==> src/rtl/hold_meter_pkg.sv <==
// Shared definitions for the hold-rate meter: FSM encoding, the frequency unit
// width used by the hold generator, and a saturating increment helper.
package hold_meter_pkg;

  // Width of all frequency-unit quantities (0.1 MHz steps).
  localparam int FREQ_W = 8;

  typedef enum logic [1:0] {
    ST_IDLE    = 2'd0,
    ST_ARM     = 2'd1,
    ST_MEASURE = 2'd2
  } state_t;

  // Increment that sticks at all-ones instead of wrapping.
  function automatic logic [FREQ_W-1:0] sat_inc(input logic [FREQ_W-1:0] value);
    return (value == {FREQ_W{1'b1}}) ? value : value + 1'b1;
  endfunction

endpackage

==> src/rtl/hold_meter_if.sv <==
// Control/status bundle of the hold meter: the monitored HOLD line and its
// configuration in one direction, the measurement results in the other.
interface hold_meter_if;
  import hold_meter_pkg::*;

  logic              enable;
  logic              hold;
  logic [FREQ_W-1:0] fref;
  logic [FREQ_W-1:0] freq_out;
  logic [FREQ_W-1:0] max_stall;
  logic              valid;
  logic              busy;
  logic              err;

  modport master (
    output enable, hold, fref,
    input  freq_out, max_stall, valid, busy, err
  );

  modport slave (
    input  enable, hold, fref,
    output freq_out, max_stall, valid, busy, err
  );

endinterface

==> src/rtl/hold_meter_run_tracker.sv <==
// Tracks the current run of consecutive hold=0 samples and the longest run
// seen since the last clear. max_next already includes the sample presented
// this cycle so the owner can publish it on the window's last sample.
module hold_run_tracker
  import hold_meter_pkg::*;
(
  input  logic              clock,
  input  logic              reset_n,
  input  logic              clear,
  input  logic              sample,
  input  logic              hold,
  output logic [FREQ_W-1:0] max_next
);

  logic [FREQ_W-1:0] run_reg;
  logic [FREQ_W-1:0] max_reg;
  logic [FREQ_W-1:0] run_next;

  // Run length and running maximum including the current sample.
  always_comb begin
    run_next = hold ? '0 : sat_inc(run_reg);
    max_next = (run_next > max_reg) ? run_next : max_reg;
  end

  // Clear wins over sample so a window boundary starts from zero.
  always_ff @(posedge clock) begin
    if (!reset_n || clear) begin
      run_reg <= '0;
      max_reg <= '0;
    end else if (sample) begin
      run_reg <= run_next;
      max_reg <= max_next;
    end
  end

endmodule

==> src/rtl/hold_meter.sv <==
// Passive monitor of the CPU HOLD line. Counts running cycles over a window of
// fref * 2**AVG_LOG2 reference cycles and publishes the per-block average
// together with the longest stall run in that window.
module hold_meter
  import hold_meter_pkg::*;
#(
  parameter int AVG_LOG2 = 2
) (
  input  logic         clock,
  input  logic         reset_n,
  hold_meter_if.slave  bus
);

  localparam int ACC_W = FREQ_W + AVG_LOG2;
  localparam int BLK_W = (AVG_LOG2 > 0) ? AVG_LOG2 : 1;
  localparam logic [BLK_W-1:0]  BLK_LAST = BLK_W'((2 ** AVG_LOG2) - 1);
  localparam logic [FREQ_W-1:0] FREF_MIN = FREQ_W'(2);

  state_t state_reg;
  state_t state_next;

  logic [FREQ_W-1:0] fref_q_reg;
  logic [FREQ_W-1:0] pos_reg;
  logic [BLK_W-1:0]  blk_reg;
  logic [ACC_W-1:0]  acc_reg;
  logic [ACC_W-1:0]  acc_next;
  logic [FREQ_W-1:0] freq_reg;
  logic [FREQ_W-1:0] max_stall_reg;
  logic              valid_reg;
  logic              err_reg;
  logic [FREQ_W-1:0] max_next;

  logic fref_bad;
  logic pos_last;
  logic last_sample;
  logic latch_fref;
  logic clear_cnt;
  logic sample;
  logic publish;
  logic set_err;
  logic clr_err;

  // Window position decode and accumulator including the current sample.
  always_comb begin
    fref_bad    = (bus.fref < FREF_MIN);
    pos_last    = (pos_reg == fref_q_reg - 1'b1);
    last_sample = pos_last && (blk_reg == BLK_LAST);
    acc_next    = acc_reg + ACC_W'(bus.hold);
  end

  // State register.
  always_ff @(posedge clock) begin
    if (!reset_n) begin
      state_reg <= ST_IDLE;
    end else begin
      state_reg <= state_next;
    end
  end

  // Next-state and datapath control; dropping enable aborts from any state.
  always_comb begin
    state_next = state_reg;
    latch_fref = 1'b0;
    clear_cnt  = 1'b0;
    sample     = 1'b0;
    publish    = 1'b0;
    set_err    = 1'b0;
    clr_err    = 1'b0;
    if (!bus.enable) begin
      state_next = ST_IDLE;
    end else begin
      case (state_reg)
        ST_IDLE: begin
          state_next = ST_ARM;
        end
        ST_ARM: begin
          latch_fref = 1'b1;
          if (fref_bad) begin
            set_err    = 1'b1;
            state_next = ST_IDLE;
          end else begin
            clr_err    = 1'b1;
            clear_cnt  = 1'b1;
            state_next = ST_MEASURE;
          end
        end
        ST_MEASURE: begin
          sample = 1'b1;
          if (last_sample) begin
            // Publish, re-latch fref and restart the next window with no gap.
            publish    = 1'b1;
            latch_fref = 1'b1;
            clear_cnt  = 1'b1;
            if (fref_bad) begin
              set_err    = 1'b1;
              state_next = ST_IDLE;
            end else begin
              clr_err = 1'b1;
            end
          end
        end
        default: begin
          state_next = ST_IDLE;
        end
      endcase
    end
  end

  // Window counters, fref latch, error flag and published results.
  always_ff @(posedge clock) begin
    if (!reset_n) begin
      fref_q_reg    <= '0;
      pos_reg       <= '0;
      blk_reg       <= '0;
      acc_reg       <= '0;
      freq_reg      <= '0;
      max_stall_reg <= '0;
      valid_reg     <= 1'b0;
      err_reg       <= 1'b0;
    end else begin
      valid_reg <= publish;
      if (latch_fref) begin
        fref_q_reg <= bus.fref;
      end
      if (set_err) begin
        err_reg <= 1'b1;
      end else if (clr_err) begin
        err_reg <= 1'b0;
      end
      if (publish) begin
        freq_reg      <= acc_next[ACC_W-1 -: FREQ_W];
        max_stall_reg <= max_next;
      end
      if (clear_cnt) begin
        pos_reg <= '0;
        blk_reg <= '0;
        acc_reg <= '0;
      end else if (sample) begin
        acc_reg <= acc_next;
        if (pos_last) begin
          pos_reg <= '0;
          blk_reg <= (blk_reg == BLK_LAST) ? '0 : blk_reg + 1'b1;
        end else begin
          pos_reg <= pos_reg + 1'b1;
        end
      end
    end
  end

  hold_run_tracker u_run_tracker (
    .clock    (clock),
    .reset_n  (reset_n),
    .clear    (clear_cnt),
    .sample   (sample),
    .hold     (bus.hold),
    .max_next (max_next)
  );

  assign bus.freq_out  = freq_reg;
  assign bus.max_stall = max_stall_reg;
  assign bus.valid     = valid_reg;
  assign bus.busy      = (state_reg != ST_IDLE);
  assign bus.err       = err_reg;

endmodule

==> src/flat_wrapper.sv <==
// flat-port wrapper written by rule: the top's interface ports become plain ports
module hold_meter_flat import hold_meter_pkg::*;
#(
  parameter int AVG_LOG2 = 2
)
  (clock, reset_n, bus_enable, bus_hold, bus_fref, bus_freq_out, bus_max_stall, bus_valid, bus_busy, bus_err);
  hold_meter_if bus_i ();
  input  logic clock;
  input  logic reset_n;
  input wire logic [$bits(bus_i.enable)-1:0] bus_enable;
  input wire logic [$bits(bus_i.hold)-1:0] bus_hold;
  input wire logic [$bits(bus_i.fref)-1:0] bus_fref;
  output wire logic [$bits(bus_i.freq_out)-1:0] bus_freq_out;
  output wire logic [$bits(bus_i.max_stall)-1:0] bus_max_stall;
  output wire logic [$bits(bus_i.valid)-1:0] bus_valid;
  output wire logic [$bits(bus_i.busy)-1:0] bus_busy;
  output wire logic [$bits(bus_i.err)-1:0] bus_err;
  assign bus_i.enable = bus_enable;
  assign bus_i.hold = bus_hold;
  assign bus_i.fref = bus_fref;
  assign bus_freq_out = bus_i.freq_out;
  assign bus_max_stall = bus_i.max_stall;
  assign bus_valid = bus_i.valid;
  assign bus_busy = bus_i.busy;
  assign bus_err = bus_i.err;
  hold_meter #(.AVG_LOG2(AVG_LOG2)) u_core (.clock(clock), .reset_n(reset_n), .bus(bus_i));
endmodule
==> config.mk <==
export PLATFORM = sky130hd
export DESIGN_NAME = hold_meter_flat
export DESIGN_NICKNAME = d
export VERILOG_FILES = /design/src/rtl/hold_meter_pkg.sv /design/src/rtl/hold_meter_if.sv /design/src/rtl/hold_meter_run_tracker.sv /design/src/rtl/hold_meter.sv /design/src/flat_wrapper.sv
export SDC_FILE = /design/constraint.sdc
export NUM_CORES = 1
export LEC_CHECK = 0
export CAP_MARGIN = 15
export CORE_UTILIZATION = 38
export CTS_CLUSTER_DIAMETER = 60
export CTS_CLUSTER_SIZE = 40
export DETAILED_ROUTE_END_ITERATION = 8
export DONT_BUFFER_PORTS = 1
export GPL_ROUTABILITY_DRIVEN = 0
export GPL_TIMING_DRIVEN = 0
export PLACE_DENSITY_LB_ADDON = 0.25
export REMOVE_ABC_BUFFERS = 1
export SLEW_MARGIN = 30
export SYNTH_ARGS = -nofsm -noshare
export SYNTH_HDL_FRONTEND = slang
export SYNTH_HIERARCHICAL = 1
export SYNTH_SLANG_ARGS = --single-unit
==> constraint.sdc <==
create_clock -name clock -period 3.93 [get_ports clock]
set_input_delay 0.786 -clock clock [delete_from_list [all_inputs] [get_ports clock]]
set_output_delay 0.786 -clock clock [all_outputs]
set_load 0.02 [all_outputs]
Word-level counts from Yosys, hierarchy flattened
Index checks and enable logic that the tools add are counted.
- register bits: 64
- input bits: 12
- output and inout port bits: 19
- magnitude comparators: 2
- reductions and logical operators: 10
- add/subtract/negate cells: 5
- bitwise operators: 1
- equality and inequality tests: 7
- muxes and demuxes: 28
- operators by type and width (kind ; count):
    $mux 8 ; 4
    $add 8x1->8 const B ; 2
    $mux 1 ; 15
    $add 10x1->10 ; 1
    $eq 8x8->1 ; 1
    $eq 8x8->1 const B ; 1
    $gt 8x8->1 ; 1
    $lt 8x2->1 const B ; 1
    $mux 2 ; 4
    $pmux 1 s2 ; 4
    $sub 8x1->8 const B ; 1
    $pmux 2 s3 ; 1
    $reduce_and 2->1 ; 3
    $eq 2x2->1 const B ; 2
    $ne 2x1->1 const B ; 2
    $reduce_bool 2->1 ; 2
    $add 2x1->2 const B ; 1
    $eq 2x1->1 const B ; 1
    $logic_not 2->1 ; 1
    $reduce_or 2->1 ; 1
    $logic_and 1x1->1 ; 1
    $logic_not 1->1 ; 1
    $logic_or 1x1->1 ; 1
    $not 1->1 ; 1

Longest topological paths before layout
Gate-level depths: netlist of run 1.
- depth after elaboration: 8
- depth in mapped cells: 14
- gate-level depth less buffers: 13

Cells and area by module
The synthesis of run 1 kept the hierarchy.
- by module, submodules not included (module ; cells an instance ; area each (sq um) ; times used):
    hold_meter ; 277 ; 2432.3 ; 1
    hold_run_tracker ; 142 ; 1253.7 ; 1

Worst setup path before layout of run 1
Ideal clock, no wire load.
- kind: input -> register
- start point: input port bus_hold
- end point: register u_core.max_stall_reg[0], in the netlist u_core/bus.max_stall[0]
- arrival time: 2.911 ns
- required time: 3.814 ns
- buffers on the path: 1
- path slack: 0.902 ns
- stages: 10
- cells stage by stage: clkbuf_1 -> o21bai_1 -> a31oi_2 -> ha_1 -> a21oi_1 -> a21boi_1 -> o21ai_2 -> mux2_2 -> mux2i_1 -> nor2b_1
- word-level cells in the longest chain between the ends: 3
- RTL lines (what ; line ; source):
    start: declaration ; flat_wrapper.sv:11 ; input wire logic [$bits(bus_i.hold)-1:0] bus_hold;
    $mux 8 ; hold_meter_run_tracker.sv:21 ; run_next = hold ? '0 : sat_inc(run_reg);
    named net u_core.u_run_tracker.run_next[3] ; hold_meter_run_tracker.sv:17 ; logic [FREQ_W-1:0] run_next;
    $gt 8x8->1 ; hold_meter_run_tracker.sv:22 ; max_next = (run_next > max_reg) ? run_next : max_reg;
    $mux 8 ; hold_meter_run_tracker.sv:22 ;
    named net u_core.max_next[0] ; hold_meter.sv:31 ; logic [FREQ_W-1:0] max_next;
    end signal: assignment ; hold_meter.sv:132 ; max_stall_reg <= max_next;
    end: declaration ; hold_meter.sv:28 ; logic [FREQ_W-1:0] max_stall_reg;
The timed path passes the listed nets, and every way through them passes these cells.
A chain may end at the register's enable or synchronous reset.

Worst setup path in the final report of run 1
- start point: register u_core.u_run_tracker.run_reg[0]
- end point: register u_core.max_stall_reg[0], in the netlist u_core/bus.max_stall[0]
- word-level cells in the longest chain between the ends: 5
- elaborated cells between the ends (all ways): 6
- RTL lines (what ; line ; source):
    start: declaration ; hold_meter_run_tracker.sv:15 ; logic [FREQ_W-1:0] run_reg;
    start signal: assignment ; hold_meter_run_tracker.sv:31 ; run_reg <= run_next;
    $add 8x1->8 / $eq 8x8->1 (equally long branches) ; hold_meter_pkg.sv:16 ; return (value == {FREQ_W{1'b1}}) ? value : value + 1'b1;
    $mux 8 (*) ; hold_meter_pkg.sv:16 ;
    $mux 8 (*) ; hold_meter_run_tracker.sv:21 ;
    named net u_core.u_run_tracker.run_next[1] ; hold_meter_run_tracker.sv:17 ;
    $gt 8x8->1 (*) ; hold_meter_run_tracker.sv:22 ;
    $mux 8 (*) ; hold_meter_run_tracker.sv:22 ;
    named net u_core.max_next[0] ; hold_meter.sv:31 ;
Mark *: on every way through the listed nets, which the timed path passes. The rest lies on a longest branch.

==> results, run 1 <==
- The floorplan die width is 100 um.
- Setup violations remaining at the end of the flow were counted as 0.
- The floorplan die area is 0.0101 mm^2.
- The number of core rows is 35.
- The number of antenna violations at the first check in global routing was 0.
- The most numerous cell in the Yosys netlist is sky130_fd_sc_hd__dfxtp_1.
- The destination of the worst register-to-register timing path is u_core/bus.max_stall[0]$_SDFFE_PN0P_.
- The mean routed wirelength per cell is 13.9 um.
- The analysis attributes to cell leakage a power of 1.42 nW.
- In this run the power density over the cells is 325 mW/mm^2.
- The number of cells on the worst reg-to-reg path is 12.
- The synthesized area is 0.00369 mm^2.
- For this design the total switching power over the nets is 0.279 mW.
- The number of pins exceeding their max-slew limit in the final report was 0.
- The library cell contributing the largest single delay on the critical path is sky130_fd_sc_hd__mux2_2.
- The distinct cell type count of the synthesized netlist is 58.
- The clock net sink count is 64.
- Of the post-synthesis cell area, the dominant cell type holds 0.348.
- Averaged over all synthesized cells, the footprint is 8.80 um^2.
- The clock slew seen by the registers of the worst setup and hold paths is 0.07 ns.
- The critical path goes through ha_1, and4_1, nand3_1, a21oi_2, ha_1, nor2b_1, o211ai_2, a21boi_1, o21ai_2, mux2_2, mux2i_1, nor2b_1.
- In this run the worst setup path begins at u_core/u_run_tracker/run_reg[0]$_SDFFE_PP0P_.
- The number of remaining DRC errors is 0.
- The worst voltage drop across the vdd grid is 0.125 mV.
- The part of the power in combinational logic is 0.036.
- The register bit count reported by yosys is 64.
- The ratio of final minimum period to clock period is 0.832.
- The first-pass GRT wire length is 13000 um.
- The pin count of the biggest net entering global routing is 42.
- The root buffer cell chosen for the clock tree is sky130_fd_sc_hd__clkbuf_8.
- The quantity of I/O buffers inserted on ports is 0.
- In the final layout, the share of cells above drive strength 1 is 0.119.
- The clock tree skew after final layout is 0.00682 ns.
- The net count of the finished layout is 437.
- The run finished with clean final reports.
- The CTS tree is yes.
- In this run, the number of DRC markers left after iteration 0 of detailed routing was 93.
- The TritonCTS buffer count is 9.
- The count of instances resized after the clock tree is built is 0.
- The via count of the first global-routing pass was 2776.
- The share of synthesized area occupied by flip-flops and latches is 0.348.
- Sorting the synthesized cells by how often they occur yields sky130_fd_sc_hd__dfxtp_1 (64), sky130_fd_sc_hd__nand2_1 (45), sky130_fd_sc_hd__nor2_1 (31).
- In the global route stage, overall resource usage came out at 0.161.
- After synthesis, the cell types taking the most area are sky130_fd_sc_hd__dfxtp_1 (35%), sky130_fd_sc_hd__mux2i_1 (8.1%), sky130_fd_sc_hd__ha_1 (6.1%).
- The headroom to the max-slew limit is 0.515.
- For this configuration, the core starts out at a cell density of 0.395.
- The number of max-cap violations is 0.
- The critical path data arrival time is 3.50 ns.
- The total via count in the routed design is 2811.
- The portion of total power attributed to sequential cells is 0.507.
- The number of inserted diodes is 0.
- Across all register-to-register paths, the minimum setup slack is 0.66 ns.
- The path category of the worst min-delay check is flip-flop to flip-flop.
- The region available for standard cell placement spans 0.00933 mm^2.
- The final hold violation count is 0.
- The element type at the critical path start is a flip-flop.
- The slew at the pin with the worst max-slew slack is 0.728 ns.
- In the routed layout, each cell is associated on average with a via count of 5.21.
- The number of ports placed on the die boundary is 31.
- Internal power comes to 1.01 mW.
- The layout overhead on the synthesized area is 7.50%.
- Along the worst path, the maximum fanout reaches 8.
- For the worst setup path, the data required time is 4.16 ns.
- The routed wire length is 7510 um.
- After technology mapping, the gate count stands at 419.
- The post-CTS setup buffer count is 0.
- The total congestion overflow is 0.
- The capture point of the worst path is u_core/bus.max_stall[0]$_SDFFE_PN0P_.
- After routing, the total negative slack on setup checks comes to 0 ns.
- The level count of the clock H-tree is 3.
- For this run, the number of Yosys warnings is 6.
- The category of the worst setup path capture point is a flip-flop.
- The number of synthesized flops with an enable pin is 0.
- The biggest area contributor in the post-synthesis netlist is sky130_fd_sc_hd__dfxtp_1.
- Clock latency on the worst-skew pair, taken at its later pin, is 0.34 ns.
- The buffer depth of the longest clock path is 2.
- The delay contributed by the slowest stage of the critical path is 0.40 ns.
- The part of the power in the clock network is 0.456.
- The share of flip-flops with an asynchronous set or reset is 0.
- Setup repair after global routing left no endpoint under its margin.
- The count of antenna-violating nets left after detailed routing is 0.
- In this run the critical register-to-register path is launched from u_core/u_run_tracker/run_reg[0]$_SDFFE_PP0P_.
- The achievable clock frequency is 306 MHz.
- The dominant register cell in the synthesized netlist is sky130_fd_sc_hd__dfxtp_1.
- The floorplan die height is 100 um.
- The number of detailed-route iterations in the first pass is 4.
- The smallest clock period supported by the final layout is computed as 3.27 ns.
- The placed wire-length estimate is 5170 um.
- For this run, the share of the core covered by cells in the final layout is 0.425.
- The number of buffers added to fix hold violations after cts is 0.
- The flip-flop count of the largest register, all copies and words added is 10.
- Of the total power, the share spent switching nets is 0.217.
- By startpoint and endpoint, the worst setup path is classified as flip-flop to flip-flop.
-- through the flow --
stage	total power, mW	setup WS (ns)	instances	instance area, um^2	hold WS, ns
global route	1.34	0.376	540	3960	0.485
CTS	1.31	0.635	540	3960	0.469
finish	1.29	0.660	540	3960	0.464
global placement	0.713	0.232	523	3720	0.444
floorplan	0.704	1.02	394	3560	0.436
detailed placement	0.715	0.592	525	3750	0.459
-- worst max-delay path, delay by kind of cell (launching register included) --
| family | cells | cell delay (ns) |
|---|---|---|
| and+or+nand+nor | 4 | 0.62 |
| muxes | 2 | 0.53 |
| AOI/OAI and AO/OA | 4 | 0.97 |
| DFF | 1 | 0.39 |
| adders and majority gates | 2 | 0.66 |
-- metal layers --
metal	global-route usage	up-vias	wire length (um)
met1	0.199	1330	3540
met2	0.271	39	3570
li1	-	1434	-
met4	0.0446	0	70
met3	0.0492	8	328
met5	0	-	0
-- cell usage in the layout (no fill, tap or decap), types with 2 or more instances in the layout --
cell type and count:
sky130_fd_sc_hd__nor4_1 2, sky130_fd_sc_hd__a31oi_2 2, sky130_fd_sc_hd__nor2b_1 13, sky130_fd_sc_hd__nor3_1 6, sky130_fd_sc_hd__or4_1 4, sky130_fd_sc_hd__dfxtp_1 64, sky130_fd_sc_hd__and4_1 4, sky130_fd_sc_hd__o22ai_1 4
sky130_fd_sc_hd__o21ai_0 6, sky130_fd_sc_hd__mux2i_1 30, sky130_fd_sc_hd__nor3_2 2, sky130_fd_sc_hd__mux2_2 5, sky130_fd_sc_hd__a21oi_1 21, sky130_fd_sc_hd__clkbuf_8 12, sky130_fd_sc_hd__nand3_1 24, sky130_fd_sc_hd__xor2_1 12
sky130_fd_sc_hd__and3_1 5, sky130_fd_sc_hd__xnor2_1 17, sky130_fd_sc_hd__nand4_1 6, sky130_fd_sc_hd__and3_2 2, sky130_fd_sc_hd__nand3b_1 2, sky130_fd_sc_hd__ha_1 18, sky130_fd_sc_hd__o21ai_1 6, sky130_fd_sc_hd__mux2_1 3
sky130_fd_sc_hd__clkinv_2 2, sky130_fd_sc_hd__a21o_1 3, sky130_fd_sc_hd__inv_1 17, sky130_fd_sc_hd__a21oi_2 3, sky130_fd_sc_hd__nor4_4 2, sky130_fd_sc_hd__or3_1 4, sky130_fd_sc_hd__o21ai_2 3, sky130_fd_sc_hd__nand2_1 45
sky130_fd_sc_hd__nor2_1 31, sky130_fd_sc_hd__a31oi_1 5, sky130_fd_sc_hd__buf_4 2
-- power groups by stage --
stage | logic [mW] | clock network, mW | registers (mW)
finish | 0.0468 | 0.587 | 0.653
global route | 0.0516 | 0.637 | 0.653
CTS | 0.0471 | 0.612 | 0.653
detailed placement | 0.0469 | 0 | 0.668
global placement | 0.0449 | 0 | 0.668
floorplan | 0.0367 | 0 | 0.667
-- cell type report --
class                   instances  area (um^2)
clock buffers                  12          165
clock inverters                 3         40.0
fillers                       919         5370
inverters                      18         67.6
multi-input cells             312         2230
flip-flops and latches         64         1280
well taps                     129          161
repair buffers                  2         15.0
-- kinds of logic after synthesis --
logic type	share of synthesized area
fa+ha+maj	0.0611
mux	0.106
simple gates	0.234
flops	0.348
compound gates	0.130
buf+inv	0.0519
xor+xnor	0.0689
-- worst min-delay path by stage --
stage / to / startpoint / slack (ns) / cells after the start
after floorplan: u_core/blk_reg[1]$_SDFFE_PP0P_ / u_core/blk_reg[1]$_SDFFE_PP0P_ / 0.44 / 2
after global placement: u_core/blk_reg[1]$_SDFFE_PP0P_ / u_core/blk_reg[1]$_SDFFE_PP0P_ / 0.44 / 2
after detailed placement: u_core/acc_reg[0]$_SDFFE_PP0P_ / u_core/acc_reg[0]$_SDFFE_PP0P_ / 0.46 / 2
after CTS: u_core/acc_reg[0]$_SDFFE_PP0P_ / u_core/acc_reg[0]$_SDFFE_PP0P_ / 0.47 / 2
after global routing: u_core/blk_reg[0]$_SDFFE_PP0P_ / u_core/blk_reg[0]$_SDFFE_PP0P_ / 0.49 / 2
final: u_core/acc_reg[0]$_SDFFE_PP0P_ / u_core/acc_reg[0]$_SDFFE_PP0P_ / 0.46 / 2
Power figures use the tool's default switching activity.
==> inputs of run 2 (changes only) <==
clock period = 3.15 ns   (was 3.93 ns; I/O delays follow)
==> run 2 against run 1 <==
Maximum frequency grew 10%. Sequential share of layout area shrank 0.35 points. Sequential cell count is the same. Clock-buffer cell count is the same.
==> results, run 2 (synthesis results as in run 1) <==
- The via density per instance was 5.23 (+0.53%).
- The headroom to the max-slew limit is 0.521 (+0.00598).
- The areal power density over the cells was 400 mW/mm^2 (+23%).
- The number of pins exceeding their max-slew limit in the final report is 0 (unchanged).
- The clock slew seen by the registers of the worst setup and hold paths was 0.07 ns (about the same).
- The worst hold slack after final layout was 0.419 ns (-0.0457 ns).
- The number of detailed-route iterations in the first pass was 4 (unchanged).
- The slew at the pin with the worst max-slew slack was 0.714 ns (-0.0143 ns).
- The global-route total usage across every layer was 0.163 (+0.00177).
- The run finished with clean final reports.
- The summed negative setup slack over all endpoints is 0 ns (unchanged).
- The via count of the first global-routing pass was 2785 (+0.32%).
- The category of the worst setup path capture point is a flip-flop.
- The library cells used most frequently in the layout, excluding fill and tap cells, are sky130_fd_sc_hd__dfxtp_1 (61), sky130_fd_sc_hd__nand2_1 (45), sky130_fd_sc_hd__nor2_1 (31), sky130_fd_sc_hd__mux2i_1 (30), sky130_fd_sc_hd__nand3_1 (24).
- The flip-flop count of the largest register, all copies and words added was 10 (unchanged).
- The final number of setup-violating endpoints is 0 (unchanged).
- The clock net sink count is 64 (unchanged).
- TritonCTS built the clock tree.
- The total via count in the routed design is 2831 (+0.71%).
- The net count of the finished layout is 438 (+0.23%).
- The final hold violation count is 0 (unchanged).
- The first-pass GRT wire length was 13000 um (+0.64%).
- The reported leakage power is 1.41 nW (-0.70%).
- The layout overhead on the synthesized area is 9.00%.
- The pin count of the biggest net entering global routing came to 42 (unchanged).
- The tree is rooted in a sky130_fd_sc_hd__clkbuf_8.
- The total congestion overflow is 0 (unchanged).
- The instance count after placement with tap cells included is 525 (unchanged).
- The ratio of final minimum period to clock period came to 0.943 (+0.111).
- The count of antenna-violating nets left after detailed routing came to 0 (unchanged).
- The effective utilization at floorplan was 0.395 (unchanged).
- The number of buffers added to fix hold violations after cts was 0 (unchanged).
- The clock tree skew after final layout is 0.00741 ns (+0.000587 ns).
- The number of remaining DRC errors is 0 (unchanged).
- The achievable clock frequency is 337 MHz (+10%).
- The cell area after placement is 0.00375 mm^2 (unchanged).
- The worst-path maximum fanout is 8 (unchanged).
- The number of antenna violations at the first check in global routing is 0 (unchanged).
- The number of inserted diodes was 0 (unchanged).
- The min-delay analysis places its worst path in the category input port to flip-flop.
- The area of the placeable core came to 0.00933 mm^2 (unchanged).
- The floorplan die area came to 0.0101 mm^2 (unchanged).
- The quantity of I/O buffers inserted on ports is 0 (unchanged).
- The fraction of final layout cells with drive strength greater than 1 is 0.146 (+0.0264).
- The endpoint required time on the critical path is 3.38 ns (-0.78 ns).
- The worst setup path is launched from a flip-flop.
- The floorplan die height was 100 um (unchanged).
- The number of design-rule violations left by the first detailed-router iteration is 90 (-3.2%).
- The mean routed wirelength per cell came to 14.1 um (+1.7%).
- The final critical-path required period is 2.97 ns (-0.300 ns).
- The critical path data arrival time is 3.20 ns (-0.30 ns).
- The most common cell after layout, fill and taps aside is sky130_fd_sc_hd__dfxtp_1.
- The final instance area came to 0.00402 mm^2 (+1.4%).
- The worst voltage drop across the vdd grid was 0.162 mV (+29%).
- The post-CTS setup buffer count is 0 (unchanged).
- The clock latency at the later pin of the worst-skew pair came to 0.34 ns (about the same).
- The number of ports placed on the die boundary came to 31 (unchanged).
- The level count of the clock H-tree was 3 (unchanged).
- The overall power consumption was 1.61 mW (+25%).
- The number of core rows came to 35 (unchanged).
- The floorplan die width is 100 um (unchanged).
- The worst setup path category is flip-flop to flip-flop.
- The routed wire length was 7660 um (+1.9%).
- The final non-filler cell total is 541 (+0.19%).
- The number of max-cap violations is 0 (unchanged).
- The placed wire-length estimate is 5170 um (unchanged).
- The TritonCTS buffer count came to 9 (unchanged).
- The buffer depth of the longest clock path came to 2 (unchanged).
-- run 2: worst paths after layout --
| kind | start | end | slack [ns] | depth (start not counted) |
|---|---|---|---|---|
| worst max-delay path | u_core/u_run_tracker/run_reg[4]$_SDFFE_PP0P_ | u_core/bus.max_stall[0]$_SDFFE_PN0P_ | 0.18 | 10 |
| worst min-delay path | reset_n | u_core/bus.max_stall[4]$_SDFFE_PN0P_ | 0.42 | 1 |
| worst max register to register | u_core/u_run_tracker/run_reg[4]$_SDFFE_PP0P_ | u_core/bus.max_stall[0]$_SDFFE_PN0P_ | 0.18 | 10 |
| worst min register to register | u_core/acc_reg[0]$_SDFFE_PP0P_ | u_core/acc_reg[0]$_SDFFE_PP0P_ | 0.46 | 2 |
-- run 2: cell type report --
| type | count | area, um^2 |
|---|---|---|
| clock buffer | 12 | 165 |
| clock inverter | 3 | 40.0 |
| inverter | 18 | 71.3 |
| sequential | 64 | 1280 |
| timing repair buffer | 2 | 15.0 |
| fill | 911 | 5310 |
| tap | 129 | 161 |
| multi-input combinational | 312 | 2270 |
| timing repair inverter | 1 | 5.00 |
-- run 2: repair_timing --
action	in CTS	in global routing
setup endpoints to repair	24	39
cloned	1	0
resized for setup	4	12
pin swaps	0	2
-- run 2: power breakdown --
group / switching [mW] / internal (mW) / total [mW]
clock: 0.310 / 0.423 / 0.734
sequential: 0.00323 / 0.812 / 0.815
combinational: 0.0367 / 0.0233 / 0.0599
-- run 2: through the flow --
| stage | utilization | setup WS, ns |
|---|---|---|
| 2_1_floorplan | - | 0.304 |
| 3_3_place_gp | 0.399 | -0.416 |
| 3_5_place_dp | 0.402 | -0.122 |
| 4_1_cts | 0.426 | 0.0286 |
| 5_1_grt | 0.431 | -0.00384 |
| 6_report | 0.431 | 0.180 |
-- run 2: critical path, cell delays in order (launching register included) --
cell and delay (ns):
sky130_fd_sc_hd__dfxtp_1 0.45, sky130_fd_sc_hd__and3_2 0.35, sky130_fd_sc_hd__a31oi_2 0.14, sky130_fd_sc_hd__a211oi_4 0.35, sky130_fd_sc_hd__ha_1 0.32, sky130_fd_sc_hd__and4_1 0.21
sky130_fd_sc_hd__a21boi_1 0.16, sky130_fd_sc_hd__o21ai_4 0.32, sky130_fd_sc_hd__mux2_2 0.38, sky130_fd_sc_hd__mux2i_1 0.13, sky130_fd_sc_hd__nor2b_1 0.06
-- run 2: routing by layer --
metal / share of wire / wire, um / track usage
met4: 0.0084 / 64 / 0.0446
met3: 0.037 / 284 / 0.0492
met5: 0 / 0 / 0
met1: 0.48 / 3650 / 0.202
met2: 0.48 / 3650 / 0.273
==> inputs of run 3 (changes only) <==
GPL_ROUTABILITY_DRIVEN = unset   (was 0)
PLACE_DENSITY_LB_ADDON = 0.1   (was 0.25)
==> run 3 against run 2 <==
Critical path depth grew 3. Highest routed layer unchanged. Combinational power is 4.3% higher. Clock-buffer cell count stayed put.
==> results, run 3 (synthesis results as in run 1) <==
- The floorplan die area is 0.0101 mm^2 (unchanged).
- The routed wire length is 8050 um (+5.1%).
- The final number of setup-violating endpoints came to 0 (unchanged).
- The total via count in the routed design is 2824 (-0.25%).
- The areal power density over the cells is 386 mW/mm^2 (-3.6%).
- STA classifies the critical path startpoint as a flip-flop.
- The reported leakage power is 1.40 nW (-0.75%).
- The via density per instance was 5.22 (-0.25%).
- The number of remaining DRC errors is 0 (unchanged).
- The clock tree root buffer cell is sky130_fd_sc_hd__clkbuf_8.
- The floorplan die width is 100 um (unchanged).
- The flip-flop count of the largest register, all copies and words added is 10 (unchanged).
- The via count of the first global-routing pass came to 2779 (-0.22%).
- The ratio of final minimum period to clock period is 0.937 (-0.00638).
- The number of core rows is 35 (unchanged).
- The critical path data arrival time is 3.18 ns (-0.02 ns).
- In this run the most critical hold path is launched from bus_enable.
- The number of ports placed on the die boundary was 31 (unchanged).
- The delay contributed by the slowest stage of the critical path is 0.39 ns (-0.06 ns).
- Routability-driven placement finished with a final weighted congestion of 0.797.
- The cell-internal power was 1.21 mW (-3.7%).
- The quantity of I/O buffers inserted on ports is 0 (unchanged).
- The start of the worst register-to-register path is u_core/u_run_tracker/run_reg[0]$_SDFFE_PP0P_.
- The effective utilization at floorplan is 0.395 (unchanged).
- The summed negative setup slack over all endpoints was 0 ns (unchanged).
- The category of the worst setup path capture point is a flip-flop.
- The worst-path maximum fanout was 8 (unchanged).
- The part of the power in combinational logic came to 0.040 (+0.003).
- The count of antenna-violating nets left after detailed routing came to 0 (unchanged).
- The first-pass GRT wire length is 13700 um (+4.9%).
- The cell area after placement is 0.00375 mm^2 (unchanged).
- The number of detailed-route iterations in the first pass is 4 (unchanged).
- The global-route total usage across every layer was 0.174 (+0.0112).
- The part of the power in the clock network is 0.432 (-0.024).
- The placed wire-length estimate is 5380 um (+4.1%).
- The level count of the clock H-tree is 3 (unchanged).
- The library cell used most frequently in the layout, excluding fill and tap cells, is sky130_fd_sc_hd__dfxtp_1.
- The mean routed wirelength per cell was 14.9 um (+5.1%).
- The TritonCTS buffer count is 9 (unchanged).
- The startpoint of the most critical setup path is u_core/u_run_tracker/run_reg[0]$_SDFFE_PP0P_.
- The headroom to the max-slew limit is 0.507 (-0.0140).
- The overall power consumption is 1.55 mW (-3.9%).
- The number of design-rule violations left by the first detailed-router iteration is 77 (-14%).
- The net load switching power is 0.334 mW (-4.7%).
- The most numerous cell on the critical path is sky130_fd_sc_hd__nor2b_1.
- The pin count of the biggest net entering global routing is 42 (unchanged).
- The number of inserted diodes is 0 (unchanged).
- The area of the placeable core was 0.00933 mm^2 (unchanged).
- The buffer depth of the longest clock path came to 2 (unchanged).
- The achievable clock frequency was 339 MHz (+0.68%).
- The slew at the pin with the worst max-slew slack is 0.734 ns (+0.0208 ns).
- The CTS tree is yes.
- The net count of the finished layout is 440 (+0.46%).
- The area growth from synthesis to layout is 8.72%.
- The final critical-path required period is 2.95 ns (-0.0201 ns).
- The switching fraction of total power is 0.216 (-0.00180).
- The clock net sink count came to 64 (unchanged).
- The worst voltage drop across the vdd grid is 0.193 mV (+19%).
- Leaving out fill and tap cells, the most frequent cells in the layout are sky130_fd_sc_hd__dfxtp_1 (60), sky130_fd_sc_hd__nand2_1 (45), sky130_fd_sc_hd__nor2_1 (31), sky130_fd_sc_hd__mux2i_1 (30), sky130_fd_sc_hd__nand3_1 (24).
- The number of pins exceeding their max-slew limit in the final report is 0 (unchanged).
- The fraction of final layout cells with drive strength greater than 1 is 0.146 (unchanged).
- The final instance area came to 0.00401 mm^2 (-0.25%).
- The run finished with clean final reports.
- The number of max-cap violations is 0 (unchanged).
- The clock latency at the later pin of the worst-skew pair is 0.33 ns (about the same).
- The final hold violation count came to 0 (unchanged).
- The floorplan die height is 100 um (unchanged).
- The total congestion overflow was 0 (unchanged).
- The critical path in this run is classified as flip-flop to flip-flop.
- Walking the worst path, the cells encountered are ha_4, and4_1, nand3_1, a21oi_2, ha_1, nor2b_1, o211ai_2, a21boi_1, o21ai_4, buf_4, mux2_1, mux2i_1, nor2b_1.
- The library cell contributing the largest single delay on the critical path is sky130_fd_sc_hd__dfxtp_2.
- The clock slew seen by the registers of the worst setup and hold paths is 0.06 ns (about the same).
- The worst hold path belongs to the class input port to flip-flop.
- The portion of total power attributed to sequential cells is 0.527 (+0.020).
- The number of antenna violations at the first check in global routing is 0 (unchanged).
- The clock tree skew after final layout is 0.00476 ns (-0.00264 ns).
- The endpoint required time on the critical path is 3.38 ns (about the same).
[run 3: cell types whose count changed in the layout (fill, tap and decap cells not counted), sizes merged]
cell	before	now
buf	2	4
clkinv	2	0
[run 3: power groups by stage]
| stage | sequential [mW] | combinational (mW) | clock (mW) |
|---|---|---|---|
| finish | 0.815 | 0.0625 | 0.668 |
| global placement | 0.833 | 0.0576 | 0 |
| CTS | 0.815 | 0.0606 | 0.699 |
| global route | 0.815 | 0.0698 | 0.733 |
| floorplan | 0.833 | 0.0458 | 0 |
| detailed placement | 0.834 | 0.0588 | 0 |
[run 3: through the flow]
step	util	setup WS [ns]	hold WS, ns	instances
after floorplan	-	0.304	0.436	394
after detailed placement	0.402	-0.167	0.453	525
after global placement	0.399	-0.596	0.447	523
final	0.430	0.200	0.416	541
after CTS	0.423	0.0119	0.396	539
after global routing	0.430	-0.0254	0.395	541
[run 3: routing by layer]
layer	routed length (um)	vias up	track usage
met5	0	-	0
met4	61	0	0.0602
met3	270	8	0.0416
met2	3840	42	0.291
met1	3870	1331	0.219
li1	-	1443	-
[run 3: what timing repair did]
action,CTS,global route
gates cloned,1,0
pin swaps,0,2
resized for setup,6,12
endpoints found under the setup margin,25,33
hold endpoints to repair,0,0
setup buffers,0,2
hold buffers,0,0
[run 3: critical path, delay by kind of cell (launching register included)]
| kind | cells | cell delay [ns] |
|---|---|---|
| DFF | 1 | 0.39 |
| buffers and inverters | 1 | 0.17 |
| muxes | 2 | 0.48 |
| AOI/OAI and AO/OA | 4 | 0.73 |
| adders and majority gates | 2 | 0.49 |
| and+or+nand+nor | 4 | 0.59 |
[run 3: worst paths after layout]
path	end	slack, ns	cells after the start
setup reg to reg	u_core/bus.max_stall[5]$_SDFFE_PN0P_	0.20	13
setup / recovery	u_core/bus.max_stall[5]$_SDFFE_PN0P_	0.20	13
hold / removal	u_core/state_reg[1]$_SDFFE_PN0P_	0.42	2
hold reg to reg	u_core/blk_reg[1]$_SDFFE_PP0P_	0.46	2
[run 3: cell type report]
class                      instances  area [um^2]
clock buffer                      12          145
multi-input combinational        312         2280
tap                              129          161
inverter                          18         71.3
timing repair buffer               4         30.0
timing repair inverter             1         5.00
fill                             946         5320
clock inverter                     1         30.0
sequential                        64         1290
==> RTL edit 1, RTL diff (settings of run 3) <==
The 3 states of `state_t` get a one-hot encoding in 3 bits.
--- a/src/rtl/hold_meter_pkg.sv
+++ b/src/rtl/hold_meter_pkg.sv
@@ -5,10 +5,10 @@
   // Width of all frequency-unit quantities (0.1 MHz steps).
   localparam int FREQ_W = 8;
 
-  typedef enum logic [1:0] {
-    ST_IDLE    = 2'd0,
-    ST_ARM     = 2'd1,
-    ST_MEASURE = 2'd2
+  typedef enum logic [2:0] {
+    ST_IDLE    = 3'b001,
+    ST_ARM     = 3'b010,
+    ST_MEASURE = 3'b100
   } state_t;
 
   // Increment that sticks at all-ones instead of wrapping.
Formal check against the unedited RTL: same outputs for any inputs over 10 cycles, from zero or initial values and one cycle with reset_n low; not proved beyond that.
==> RTL edit 1 against run 3 <==
  * Clock power up 7.9%
  * Non-clock buffer count unchanged
  * Total power up 2.9%
  * Synthesized cell count up 2.6%
  * Area after synthesis down 0.58%
  * Cell area down 0.41%
  * Largest power group unchanged
  * Worst setup slack worse by 0.022 ns
  * Wire length up 4.1%
  * Sequential share of layout area up 0.60 points
  * Sequential cell count up 1
==> RTL edit 1: results (changes against run 3) <==
synth:
  ys_seq_area_share_pct: 35.5  # was 34.8%
  synth.distinct_cells: 65  # was 58
  synth_area_per_cell_um2: 8.52  # was 8.80 µm²
  synthXorXnorAreaFrac_pct: 5.70  # was 6.89%
pwr:
  ir_drop_mv: 0.168  # was 0.193 mV
  p_switching_w: 0.000350  # was 0.000334 W
  clkPwrFrac_pct: 45.3  # was 43.2%
  seqPwrFrac_pct: 52.0  # was 52.7%
  p_sw_share_pct: 22.0  # was 21.6%
min_path:
  min_to: "u_core/state_reg[0]"  # was u_core/state_reg[1]
  min_delay_path_depth: 1  # was 2
finish:
  layout.nonclk_buf_share_pct: 0.752  # was 0.749%
  fillerInstances: 964  # was 946
  nNonClkInverters: 15  # was 19
  drive_above_1_share_pct: 14.4  # was 14.6%
  fin_cells: 552  # was 541
placement:
  dp.final_hpwl_mm: 5.34  # was 5.38 mm
timing:
  fin_skew_ns: 0.00973  # was 0.00476 ns
  maxSlewHeadroom_pct: 38.4  # was 50.7%
  clock.fmax_mhz: 336  # was 339 MHz
grt:
  gr-usage-all-layers_pct: 17.4  # about the same
cts:
  cts.sink_count: 65  # was 64
setup_path:
  cp.arrival_ns: 3.15  # was 3.18 ns
  critPathMaxStageDelay_ns: 0.64  # was 0.39 ns
routing:
  num_vias: 2968  # was 2824
run_status:
  run_status: "finished, final reports clean"  # unchanged
-- RTL edit 1: cell count changes in the layout (fill, tap and decap cells not counted), sizes merged, moves of 4 or more --
cell,delta
xnor2,-8
inv,-5
nor2b,-11
a21oi,+17
mux2i,-14
o21ai,+10
nand3,+7
ha,-4
nand2b,+4
a21o,+4
nor3,-4
o22ai,-5
-- RTL edit 1: per-layer routing --
layer / global-route usage, % / wire [µm] / up-vias
met1: 23.3 / 4170 / 1402
li1: - / - / 1522
met3: 5.29 / 240 / 4
met5: 0 / 0 / -
met4: 6.58 / 65 / 0
met2: 26.3 / 3890 / 40
-- RTL edit 1: logic make-up after synthesis --
| kind of cell | count (synthesis) |
|---|---|
| xor+xnor | 23 |
| buf+inv | 42 |
| simple gates | 163 |
| mux | 24 |
| fa+ha+maj | 14 |
| flops | 65 |
| compound gates | 99 |
==> RTL edit 2, RTL diff (settings of run 3) <==
Without the edit above. `AVG_LOG2` is set to 2 in 2 places; all go to 3. Comments in the files are not updated.
--- a/src/rtl/hold_meter.sv
+++ b/src/rtl/hold_meter.sv
@@ -4,7 +4,7 @@
 module hold_meter
   import hold_meter_pkg::*;
 #(
-  parameter int AVG_LOG2 = 2
+  parameter int AVG_LOG2 = 3
 ) (
   input  logic         clock,
   input  logic         reset_n,
--- a/src/flat_wrapper.sv
+++ b/src/flat_wrapper.sv
@@ -1,7 +1,7 @@
 // flat-port wrapper written by rule: the top's interface ports become plain ports
 module hold_meter_flat import hold_meter_pkg::*;
 #(
-  parameter int AVG_LOG2 = 2
+  parameter int AVG_LOG2 = 3
 )
   (clock, reset_n, bus_enable, bus_hold, bus_fref, bus_freq_out, bus_max_stall, bus_valid, bus_busy, bus_err);
   hold_meter_if bus_i ();
Behaviour: no difference found for any inputs over 10 cycles, from zero or initial values and one cycle with reset_n low; that may be too few to reach the edited logic, so the function may still have changed.
==> RTL edit 2 against run 3 <==
  * Cell area rose by 12%
  * Critical endpoint is now u_core/bus.max_stall[0]
  * Largest cell class unchanged
  * Via count increased by 24%
  * Maximum frequency is 1.6% lower
  * Sequential share of layout area down 2.6 points
  * Clock skew grew 0.0032 ns
  * Sequential cell count up 2
  * Worst setup slack worse by 0.048 ns
  * Wire length grew 21%
  * First-iteration DRC count up 130%
  * Area after synthesis grew 14%
Power is not compared: it rests on default switching activity, and its combinational part moved more than twofold at a synthesized area within 25%.
==> RTL edit 2: results (changes against run 3) <==
setup_path:
  cp.arrival_ns: 3.24  # was 3.18 ns
  reg2reg_slack_ns: 0.15  # was 0.20 ns
  critPathMaxStageDelay_ns: 0.52  # was 0.39 ns
  crit_slowest_cell: "dfxtp_1"  # was dfxtp_2
  crit_path_max_fanout: 8  # unchanged
finish:
  drive_above_1_share_pct: 13.0  # was 14.6%
  fin_nets: 508  # was 440
  largest_reg_flops: 11  # was 10
  fillerInstances: 1048  # was 946
  antenna_cells: 0  # unchanged
routing:
  first_iter_violations: 174  # was 77
  drt-total-wl_mm: 9.71  # was 8.05 mm
  num_vias: 3509  # was 2824
  dr.pass1.iters: 4  # unchanged
grt:
  grt_pass1_vias: 3265  # was 2779
  met2_usage_pct: 26.6  # was 29.1%
  antenna_found_initial: 0  # unchanged
  use_met1_pct: 25.0  # was 21.9%
  grt_pass1_wl_mm: 16.2  # was 13.7 mm
  gr-usage-met3_pct: 3.04  # was 4.16%
  grt_start_max_net_pins: 64  # was 42
  gr-usage-all-layers_pct: 17.7  # was 17.4%
min_path:
  hold_class: "in -> reg"  # unchanged
synth:
  synth_commonest_cells: "66 x dfxtp_1, 64 x nand2_1, 35 x nor2_1, 26 x mux2i_1, 25 x nor3_1"  # was 64 x dfxtp_1, 45 x nand2_1, 31 x nor2_1, 30 x mux2i_1, 24 x nand3_1
  synthTopCellsByArea: "dfxtp_1 32%, mux2i_1 6.2%, nand2_1 5.7%"  # was dfxtp_1 35%, mux2i_1 8.1%, ha_1 6.1%
  synth_edf_count: 0  # unchanged
  synth.distinct_cells: 66  # was 58
  ys_seq_area_share_pct: 31.6  # was 34.8%
  yosysWarnings: 6  # unchanged
  synthArstFlopShare_pct: 0  # unchanged
timing:
  worstMarginPinSlew_ns: 0.765  # was 0.734 ns
  fin_skew_ns: 0.00798  # was 0.00476 ns
placement:
  gp_congestion: 0.761  # was 0.797
  dp.final_hpwl_mm: 6.43  # was 5.38 mm
cts:
  path_clk_slew_ns: 0.08  # was 0.06 ns
  worstSkewPairLatency_ns: 0.35  # was 0.33 ns
run_status:
  run_status: "finished, final reports clean"  # unchanged
## RTL edit 2: metal layers
metal	share of wire, %	vias to the layer above	wire length [µm]
li1	-	1757	-
met1	52	1677	5000
met2	43	65	4180
met3	4.1	10	397
met4	1.3	0	128
met5	0	-	0
## RTL edit 2: power breakdown
group          switching [W]  internal [W]
clock network       0.000344      0.000405
logic               0.000213      0.000128
registers          0.0000446      0.000857
## RTL edit 2: metrics by stage
stage	area (µm²)	util [%]	hold WS [ns]	setup slack, ns	std cells
CTS	4400	41.8	0.404	0.00110	613
detailed placement	4180	39.8	0.478	-0.123	597
global placement	4150	39.5	0.469	-0.699	595
global route	4480	42.7	0.414	-0.0112	619
finish	4480	42.7	0.417	0.152	619
floorplan	3980	-	0.453	0.336	459
## RTL edit 2: layout make-up
type,instances,area (µm²),share of cell area (%)
Timing Repair inverter,1,5.00,0.112
Inverter,18,71.3,1.59
Timing Repair Buffer,7,72.6,1.62
Tap cell,136,170,3.79
Multi-Input combinational cell,375,2640,58.9
Clock buffer,11,151,3.38
Clock inverter,5,52.6,1.17
Sequential cell,66,1320,29.5
## RTL edit 2: worst register-to-register path: cells and delay by family, from the launching register on
kind	cells	cell delay (ns)
muxes	2	0.41
AOI/OAI and AO/OA	4	0.82
buffers and inverters	1	0.14
and+or+nand+nor	3	0.65
DFF	1	0.52
adders and majority gates	1	0.33
## RTL edit 2: kinds of logic (layout without fill, tap and decap cells)
group                    after synthesis  after routing  share of synthesized area [%]
AO/OA/AOI/OAI                         94             94                           17.2
XOR/XNOR                              28             28                           5.86
adder cells (fa/ha/maj)               18             18                           5.38
buffers and inverters                 60             42                           6.51
flip-flops                            66             66                           31.6
multiplexers                          34             34                           8.37
AND/OR/NAND/NOR                      201            201                           25.2
## RTL edit 2: timing repair
item,in CTS,in global routing
setup buffers,0,5
hold buffers,0,0
pin swaps,0,3
gates cloned,0,1
endpoints found under the setup margin,23,40
gates resized for setup,3,7
## RTL edit 2: path summary, 6_finish.rpt
| path | to | depth (start not counted) | from |
|---|---|---|---|
| setup reg to reg | u_core/bus.max_stall[0] | 11 | u_core/u_run_tracker/run_reg[3] |
| setup / recovery | u_core/bus.max_stall[0] | 11 | u_core/u_run_tracker/run_reg[3] |
| hold / removal | u_core/bus.max_stall[4] | 2 | reset_n |
| hold reg to reg | u_core/blk_reg[1] | 2 | u_core/blk_reg[1] |
